--- config.mk ---
export PLATFORM = sky130hd
export DESIGN_NAME = mux_rr_arbiter_flat
export DESIGN_NICKNAME = d
export VERILOG_FILES = /design/src/rtl/mux_rr_arbiter_if.sv /design/src/rtl/mux_rr_arbiter.sv /design/src/flat_wrapper.sv
export SDC_FILE = /design/constraint.sdc
export NUM_CORES = 1
export LEC_CHECK = 0
export BUFFER_PORTS_ARGS = -buffer_cell sky130_fd_sc_hd__buf_4
export CAP_MARGIN = 20
export CORE_MARGIN = 8
export CORE_UTILIZATION = 60
export DETAILED_ROUTE_END_ITERATION = 8
export PLACE_DENSITY_LB_ADDON = 0.25
export RECOVER_POWER = 50
export SLEW_MARGIN = 20
export SYNTH_ARGS = -nofsm -noshare
export SYNTH_HDL_FRONTEND = slang
export SYNTH_SLANG_ARGS = --single-unit
export TNS_END_PERCENT = 50
--- constraint.sdc ---
create_clock -name clk -period 9 [get_ports clk]
set_input_delay 1.8 -clock clk [delete_from_list [all_inputs] [get_ports clk]]
set_output_delay 1.8 -clock clk [all_outputs]
set_load 0.01 [all_outputs]
--- src/rtl/mux_rr_arbiter_if.sv ---
// Request/grant bundle between requesters and the round-robin mux arbiter.
// The master side holds the requesters. The slave side holds the arbiter.
interface mux_rr_arbiter_if #(
    parameter int unsigned N     = 16,
    parameter int unsigned SEL_W = 4
);
    logic [N-1:0]     req;
    logic             done;
    logic [N-1:0]     grant;
    logic [SEL_W-1:0] sel;
    logic             valid;

    modport master (
        output req,
        output done,
        input  grant,
        input  sel,
        input  valid
    );

    modport slave (
        input  req,
        input  done,
        output grant,
        output sel,
        output valid
    );
endinterface

--- src/rtl/mux_rr_arbiter.sv ---
// Round-robin arbiter that sequences ownership of a shared N:1 mux.
// It uses a rotating priority pointer and bounds how long each grant may be held.
module mux_rr_arbiter #(
    parameter int unsigned N        = 16,
    parameter int unsigned SEL_W    = 4,
    parameter int unsigned MAX_HOLD = 8
) (
    input  logic           clk,
    input  logic           rst,
    mux_rr_arbiter_if.slave bus
);
    localparam int unsigned HOLD_W = (MAX_HOLD > 1) ? $clog2(MAX_HOLD) : 1;
    localparam logic [N-1:0] ONE   = N'(1);

    typedef enum logic {IDLE, GRANT} state_t;

    state_t           state_q, state_d;
    logic [SEL_W-1:0] ptr_q, ptr_d;
    logic [HOLD_W-1:0] hold_q, hold_d;
    logic [N-1:0]     grant_q, grant_d;
    logic [SEL_W-1:0] sel_q, sel_d;
    logic             valid_q, valid_d;

    logic [N-1:0]     owner_mask;
    logic [N-1:0]     others;
    logic [N-1:0]     arb_req;
    logic [SEL_W-1:0] arb_ptr;
    logic             rel;
    logic             win_found;
    logic [SEL_W-1:0] win_idx;

    // Release detection and the rotating-priority search.
    // After a release the search starts one past the owner, and the owner is skipped unless it is the only requester.
    always_comb begin
        logic [SEL_W-1:0] idx;
        owner_mask = ONE << sel_q;
        others     = bus.req & ~owner_mask;
        arb_ptr    = ptr_q;
        arb_req    = bus.req;
        rel        = 1'b0;
        if (state_q == GRANT) begin
            rel     = bus.done | ~|(bus.req & owner_mask)
                    | (hold_q == HOLD_W'(MAX_HOLD - 1));
            arb_ptr = sel_q + SEL_W'(1);
            arb_req = (others != '0) ? others : bus.req;
        end
        win_found = 1'b0;
        win_idx   = arb_ptr;
        for (int i = 0; i < int'(N); i++) begin
            idx = arb_ptr + SEL_W'(i);
            if (!win_found && arb_req[idx]) begin
                win_found = 1'b1;
                win_idx   = idx;
            end
        end
    end

    // State and output registers.
    always_ff @(posedge clk) begin
        if (rst) begin
            state_q <= IDLE;
            ptr_q   <= '0;
            hold_q  <= '0;
            grant_q <= '0;
            sel_q   <= '0;
            valid_q <= 1'b0;
        end else begin
            state_q <= state_d;
            ptr_q   <= ptr_d;
            hold_q  <= hold_d;
            grant_q <= grant_d;
            sel_q   <= sel_d;
            valid_q <= valid_d;
        end
    end

    // Next-state logic.
    always_comb begin
        state_d = state_q;
        case (state_q)
            IDLE:    if (win_found) state_d = GRANT;
            GRANT:   if (rel && !win_found) state_d = IDLE;
            default: state_d = IDLE;
        endcase
    end

    // Next values for the registered outputs and the bookkeeping registers.
    always_comb begin
        ptr_d   = ptr_q;
        hold_d  = hold_q;
        grant_d = grant_q;
        sel_d   = sel_q;
        valid_d = valid_q;
        case (state_q)
            IDLE: begin
                if (win_found) begin
                    grant_d = ONE << win_idx;
                    sel_d   = win_idx;
                    valid_d = 1'b1;
                    hold_d  = '0;
                end
            end
            GRANT: begin
                if (rel) begin
                    ptr_d  = sel_q + SEL_W'(1);
                    hold_d = '0;
                    if (win_found) begin
                        grant_d = ONE << win_idx;
                        sel_d   = win_idx;
                        valid_d = 1'b1;
                    end else begin
                        grant_d = '0;
                        valid_d = 1'b0;
                    end
                end else begin
                    hold_d = hold_q + HOLD_W'(1);
                end
            end
            default: begin
                grant_d = '0;
                valid_d = 1'b0;
            end
        endcase
    end

    assign bus.grant = grant_q;
    assign bus.sel   = sel_q;
    assign bus.valid = valid_q;

endmodule

--- src/flat_wrapper.sv ---
// flat-port wrapper written by rule: the top's interface ports become plain ports
module mux_rr_arbiter_flat 
#(
    parameter int unsigned N        = 16,
    parameter int unsigned SEL_W    = 4,
    parameter int unsigned MAX_HOLD = 8
)
  (clk, rst, bus_req, bus_done, bus_grant, bus_sel, bus_valid);
  mux_rr_arbiter_if #(.N(N), .SEL_W(SEL_W)) bus_i ();
  input  logic clk;
  input  logic rst;
  input wire logic [$bits(bus_i.req)-1:0] bus_req;
  input wire logic [$bits(bus_i.done)-1:0] bus_done;
  output wire logic [$bits(bus_i.grant)-1:0] bus_grant;
  output wire logic [$bits(bus_i.sel)-1:0] bus_sel;
  output wire logic [$bits(bus_i.valid)-1:0] bus_valid;
  assign bus_i.req = bus_req;
  assign bus_i.done = bus_done;
  assign bus_grant = bus_i.grant;
  assign bus_sel = bus_i.sel;
  assign bus_valid = bus_i.valid;
  mux_rr_arbiter #(.N(N), .SEL_W(SEL_W), .MAX_HOLD(MAX_HOLD)) u_core (.clk(clk), .rst(rst), .bus(bus_i));
endmodule
==> impl_metrics.yaml, run 1 <==
detailed_routing:
  drt_iter0_drc: 1383
  drtPass1Iterations: 6
  drc: 0
  routedWlPerCell_um: 25.5
  routed_wl_um: 23200
  ant_nets: 0
  via_count: 7244
  viasPerCell: 7.98
yosys:
  syn_area_um2: 5580
  synth_top_family_by_area: "compound AO/OA/AOI/OAI gates"
  synth_most_common_cell: "nand2_1"
  ys.flop_type: "dfxtp_1"
  synth.top_cell.area_share_pct: 10.4
  ys.warnings.count: 0
  synth_xor_area_share_pct: 2.76
  synth-edff-count: 0
  synth_area_leader_cell: "dfxtp_1"
  syn_nets: 830
  synth-compound-area-share_pct: 39.4
  avgSynthCellArea_um2: 7.01
  yosys.area_share.simple_pct: 32.3
  ys_ff_latch: 29
  synth.mux.area_fraction_pct: 5.12
  async_flop_share_pct: 0
  syn_inst: 795
  yosysSeqAreaShare_pct: 10.4
  yosys-top-cells-count: "103 x nand2_1, 71 x nor2_1, 39 x nand3_1"
  synth_cell_types: 98
  synth_area_leaders: "dfxtp_1 10%, nand2_1 6.9%, nor2_1 4.8%"
  synth_fa_ha_area_share_pct: 3.59
clock_network:
  cts_max_level: 2
  post_cts_resized: 0
  clock-root-buffer: "clkbuf_8"
  cts_buffers: 5
  clk_latency_ns: 0.28
  cts.sinks: 29
  cts_buffer_depth: 2
  path_clk_slew_ns: 0.06
  post_cts_buffers: 0
  cts_tree: "yes"
  hold_buffers: 0
pwr:
  ir_drop_uv: 263
  power_density_nw_per_um2: 442
  p_leak_nw: 2.07
worst_setup_path:
  crit_path_end: "u_core.bus.grant[8]"
  critical_path_class: "in -> reg"
  critical_path.startpoint: "bus_req[9]"
  cp-end-kind: "flip-flop"
  r2r_cells: 15
  critical-path-top-delay-family: "simple AND/OR/NAND/NOR gates"
  regToRegSetupSlack_ns: 2.15
  cpPeakStageDelay_ns: 0.94
  crit_buf_inv: 1
  crit_path_cell_trace: "clkbuf_1 > nand4b_1 > o221a_2 > nor4_4 > a21boi_1 > o31ai_1 > a21oi_1 > a31oi_1 > nor3_2 > nand4_4 > nor4_1 > nor3_2 > a21oi_1 > or4b_4 > o31ai_2"
  worstSetupPathDepth: 15
  critical_path_required_ns: 9.20
  crit_fanout: 17
  cp-start-kind: "input pin"
  r2r-start: "u_core.bus.sel[2]"
  arrival_ns: 7.16
  r2r_end: "u_core.bus.grant[8]"
  cp_slowest_cell: "nor4_4"
timing:
  worst_slack_ns: 2.04
  maxSlewHeadroom_pct: 11.0
  tightestPinTransition_ns: 1.33
  rsz0062_at_grt: "false"
  setup_viol: 0
  hold_viol: 0
  max_freq_mhz: 144
  finClkSkew_ns: 0.00806
  drv_slew: 0
  layout_min_cycle_time_ns: 6.96
  finalSetupTns_ns: 0
  post-route-period-util_pct: 77.4
floorplan:
  fp.dieH_um: 112
  core_area_um2: 9110
  start_util_pct: 61.2
  die_x_um: 112
  ioPinCount: 40
  die_area_um2: 12600
  rows: 35
global_route:
  grt-ovfl-total: 0
  grt_max_degree: 38
  antenna_found_initial: 0
  grt_pass1_wl_um: 35000
  grt_pass1_vias: 6509
  track_usage_pct: 34.5
placement:
  dp_hpwl_um: 17200
  io_buffers: 39
  post-place-ws_ns: 2.11
  place_inst: 900
  gp_congestion: 1.09
layout:
  final_cells: 908
  syn2layout_area_growth_pct: 4.78
  nFillCells: 863
  n_antenna_cell: 0
  fin_util_pct: 64.1
  nNetsFinal: 831
  drive_gt1_share_pct: 11.9
status:
  status: "finished clean"
worst_hold_path:
  hp-class: "reg -> reg"
job:
  drv_cap: 0
[worst min path at each step]
| stage | startpoint | slack [ns] | cells past startpoint | to |
|---|---|---|---|---|
| floorplan | u_core.ptr_q[2] | 0.44 | 2 | u_core.ptr_q[2] |
| global placement | u_core.bus.grant[3] | 0.44 | 2 | u_core.bus.grant[3] |
| detailed placement | u_core.bus.grant[14] | 0.45 | 2 | u_core.bus.grant[14] |
| CTS | u_core.bus.grant[12] | 0.46 | 2 | u_core.bus.grant[12] |
| global route | u_core.bus.grant[1] | 0.49 | 2 | u_core.bus.grant[1] |
| finish | u_core.bus.grant[15] | 0.46 | 2 | u_core.bus.grant[15] |
[power by group]
part	internal [W]	leakage (nW)	switching [W]
registers	0.000169	0.236	0.0000274
clock network	0.0000689	0.0542	0.0000486
logic	0.000768	1.78	0.00150
[tightest hold or removal path: cells and delay by family (launching register included)]
| kind | cells | cell delay, ns |
|---|---|---|
| AOI/OAI and AO/OA | 1 | 0.06 |
| DFF | 1 | 0.33 |
| and+or+nand+nor | 1 | 0.05 |
[metrics by stage]
step	cell area, um2	total power [W]	hold slack (ns)
after floorplan	5580	0.00177	0.437
after global placement	5820	0.00233	0.438
after detailed placement	5820	0.00237	0.451
after CTS	5930	0.00249	0.462
after global routing	5840	0.00270	0.489
final	5840	0.00258	0.458
[cells by family after synthesis]
| group | after synthesis |
|---|---|
| AO/OA/AOI/OAI | 287 |
| multiplexers | 19 |
| AND/OR/NAND/NOR | 353 |
| buffers and inverters | 75 |
| adder cells (fa/ha/maj) | 16 |
| flip-flops | 29 |
| XOR/XNOR | 16 |
[final cells by class]
cell class	count	area, um2	area share, %
Clock buffer	7	96.3	1.65
Multi-Input combinational cell	691	4650	79.6
Timing Repair Buffer	52	308	5.27
Sequential cell	29	581	9.94
Clock inverter	1	5.00	0.0857
Tap cell	111	139	2.38
Inverter	17	63.8	1.09
[sequential cells by signal, summed over array words and instances, names as in the netlist]
name              count
u_core.bus.grant     16
u_core.bus.valid      1
u_core.bus.sel        4
u_core.ptr_q          4
u_core.hold_q         3
u_core.state_q        1
[layout by cell type (no fill, tap or decap), types with 14 or more instances in the layout]
cell / Yosys / routed
a21oi_1: 38 / 38
a22oi_1: 18 / 18
and2_1: 22 / 22
buf_4: 0 / 30
clkbuf_1: 33 / 22
dfxtp_1: 29 / 29
ha_1: 16 / 16
nand2_1: 103 / 103
nand3_1: 39 / 39
nand4_1: 19 / 19
nor2_1: 71 / 71
nor3_1: 24 / 24
o21ai_0: 30 / 30
o221ai_1: 14 / 14
[routing by layer]
| layer | vias up | GRT usage (%) | share of wire (%) |
|---|---|---|---|
| li1 | 3100 | - | - |
| met1 | 3304 | 42.0 | 37 |
| met2 | 660 | 52.4 | 42 |
| met3 | 180 | 9.18 | 14 |
| met4 | 0 | 23.0 | 7.5 |
| met5 | - | 0 | 0 |
Power figures use the tool's default switching activity.
==> run 2, diff against run 1 <==
Clock period 9 ns to 6.5 ns, I/O delays scaled along.
==> impl_metrics.yaml, run 2 (synthesis results as in run 1) <==
placement:
  gp_congestion: 1.09
  place_inst: 912
  post-place-ws_ns: 0.422
  dp_hpwl_um: 17500
  io_buffers: 39
  placed_area_um2: 5910
clock_network:
  post_cts_buffers: 0
  post_cts_resized: 0
  cts_tree: "yes"
  cts_max_level: 2
  cts_buffers: 5
  cts.sinks: 29
  path_clk_slew_ns: 0.06
  clk_latency_ns: 0.28
  clock-root-buffer: "clkbuf_8"
  cts_buffer_depth: 2
  hold_buffers: 0
timing:
  finClkSkew_ns: 0.00368
  setup_viol: 0
  hold_viol: 0
  layout_min_cycle_time_ns: 6.05
  worst_slack_ns: 0.446
  max_freq_mhz: 165
  rsz0062_at_grt: "false"
  drv_slew: 0
  finalSetupTns_ns: 0
  post-route-period-util_pct: 93.1
  maxSlewHeadroom_pct: 34.5
  tightestPinTransition_ns: 0.976
layout:
  nNetsFinal: 843
  syn2layout_area_growth_pct: 6.13
  largest_reg_flops: 16
  nFillCells: 857
  fin_util_pct: 65.0
  final_cell_mix: "103 x nand2_1, 71 x nor2_1, 44 x buf_4"
  layout_commonest_cell: "nand2_1"
  fin_area_um2: 5920
  final_cells: 919
  n_antenna_cell: 0
  drive_gt1_share_pct: 13.1
pwr:
  p_sw_w: 0.00220
  pwr-share-comb_pct: 88.0
  p_int_w: 0.00140
  p_leak_nw: 2.12
  power_density_nw_per_um2: 610
  pwr-share-clk_pct: 4.0
  ir_drop_uv: 355
  power_frac_seq_pct: 7.9
  p_sw_share_pct: 61.1
floorplan:
  start_util_pct: 61.2
  fp.dieH_um: 112
  die_area_um2: 12600
  ioPinCount: 40
  core_area_um2: 9110
  die_x_um: 112
  rows: 35
detailed_routing:
  via_count: 7161
  routedWlPerCell_um: 25.4
  drtPass1Iterations: 6
  routed_wl_um: 23400
  drt_iter0_drc: 1285
  viasPerCell: 7.79
  drc: 0
  ant_nets: 0
worst_setup_path:
  cpPeakStageDelay_ns: 0.71
  cp-start-kind: "flip-flop"
  critical_path_class: "reg -> reg"
  cp_slowest_cell: "xnor2_1"
  crit_buf_inv: 3
  arrival_ns: 6.24
  critical_path_required_ns: 6.68
  cp-end-kind: "flip-flop"
  critical-path-top-delay-family: "compound AO/OA/AOI/OAI gates"
  crit_path_cell_trace: "inv_1 > ha_1 > mux2i_2 > clkinv_1 > ha_1 > xnor2_1 > mux4_2 > nor2_1 > or3_1 > o21ai_0 > a211oi_2 > nand4_4 > nor4_1 > buf_4 > and2_1 > o21a_1 > nand2_1 > o31ai_1"
  cp_common_cell: "ha_1"
  crit_fanout: 16
global_route:
  grt_max_degree: 37
  grt-ovfl-total: 0
  track_usage_pct: 35.5
  grt_pass1_vias: 6593
  grt_pass1_wl_um: 36400
  antenna_found_initial: 0
status:
  status: "finished clean"
job:
  drv_cap: 0
worst_hold_path:
  hp-class: "reg -> reg"
run 2: worst paths after layout:
path | start | end | slack (ns) | cells after the start
max | u_core.bus.sel[0] | u_core.bus.grant[7] | 0.45 | 18
min | u_core.bus.valid | u_core.bus.valid | 0.45 | 2
max reg2reg | u_core.bus.sel[0] | u_core.bus.grant[7] | 0.45 | 18
min reg2reg | u_core.bus.valid | u_core.bus.valid | 0.45 | 2
run 2: routing by layer:
metal	up-vias	wire length, um	global-route usage (%)
li1	3117	-	-
met1	3300	8770	44.7
met2	628	10100	54.9
met3	116	3320	9.72
met4	0	1160	17.3
met5	-	0	0
run 2: area by class of cell:
class | count | area [um2] | area share, %
multi-input cells | 691 | 4640 | 78.5
flip-flops and latches | 29 | 581 | 9.81
repair buffers | 64 | 405 | 6.85
well taps | 111 | 139 | 2.35
clock buffers | 7 | 86.3 | 1.46
inverters | 17 | 63.8 | 1.08
run 2: metrics by stage:
| step | total power (W) | hold WS, ns |
|---|---|---|
| final | 0.00361 | 0.450 |
| after detailed placement | 0.00333 | 0.443 |
| after floorplan | 0.00245 | 0.437 |
| after global placement | 0.00327 | 0.439 |
| after CTS | 0.00349 | 0.456 |
| after global routing | 0.00379 | 0.482 |
run 2: worst min-delay path, delay by kind of cell, from the launching register on:
kind | cells | cell delay [ns]
compound gates | 1 | 0.05
flops | 1 | 0.30
simple gates | 1 | 0.05
run 2: power by group through the flow:
stage | Sequential (W) | Combinational, W | Clock (W)
floorplan | 0.000291 | 0.00216 | 0
global placement | 0.000283 | 0.00299 | 0
detailed placement | 0.000289 | 0.00304 | 0
CTS | 0.000286 | 0.00306 | 0.000146
global route | 0.000293 | 0.00335 | 0.000154
finish | 0.000286 | 0.00318 | 0.000146
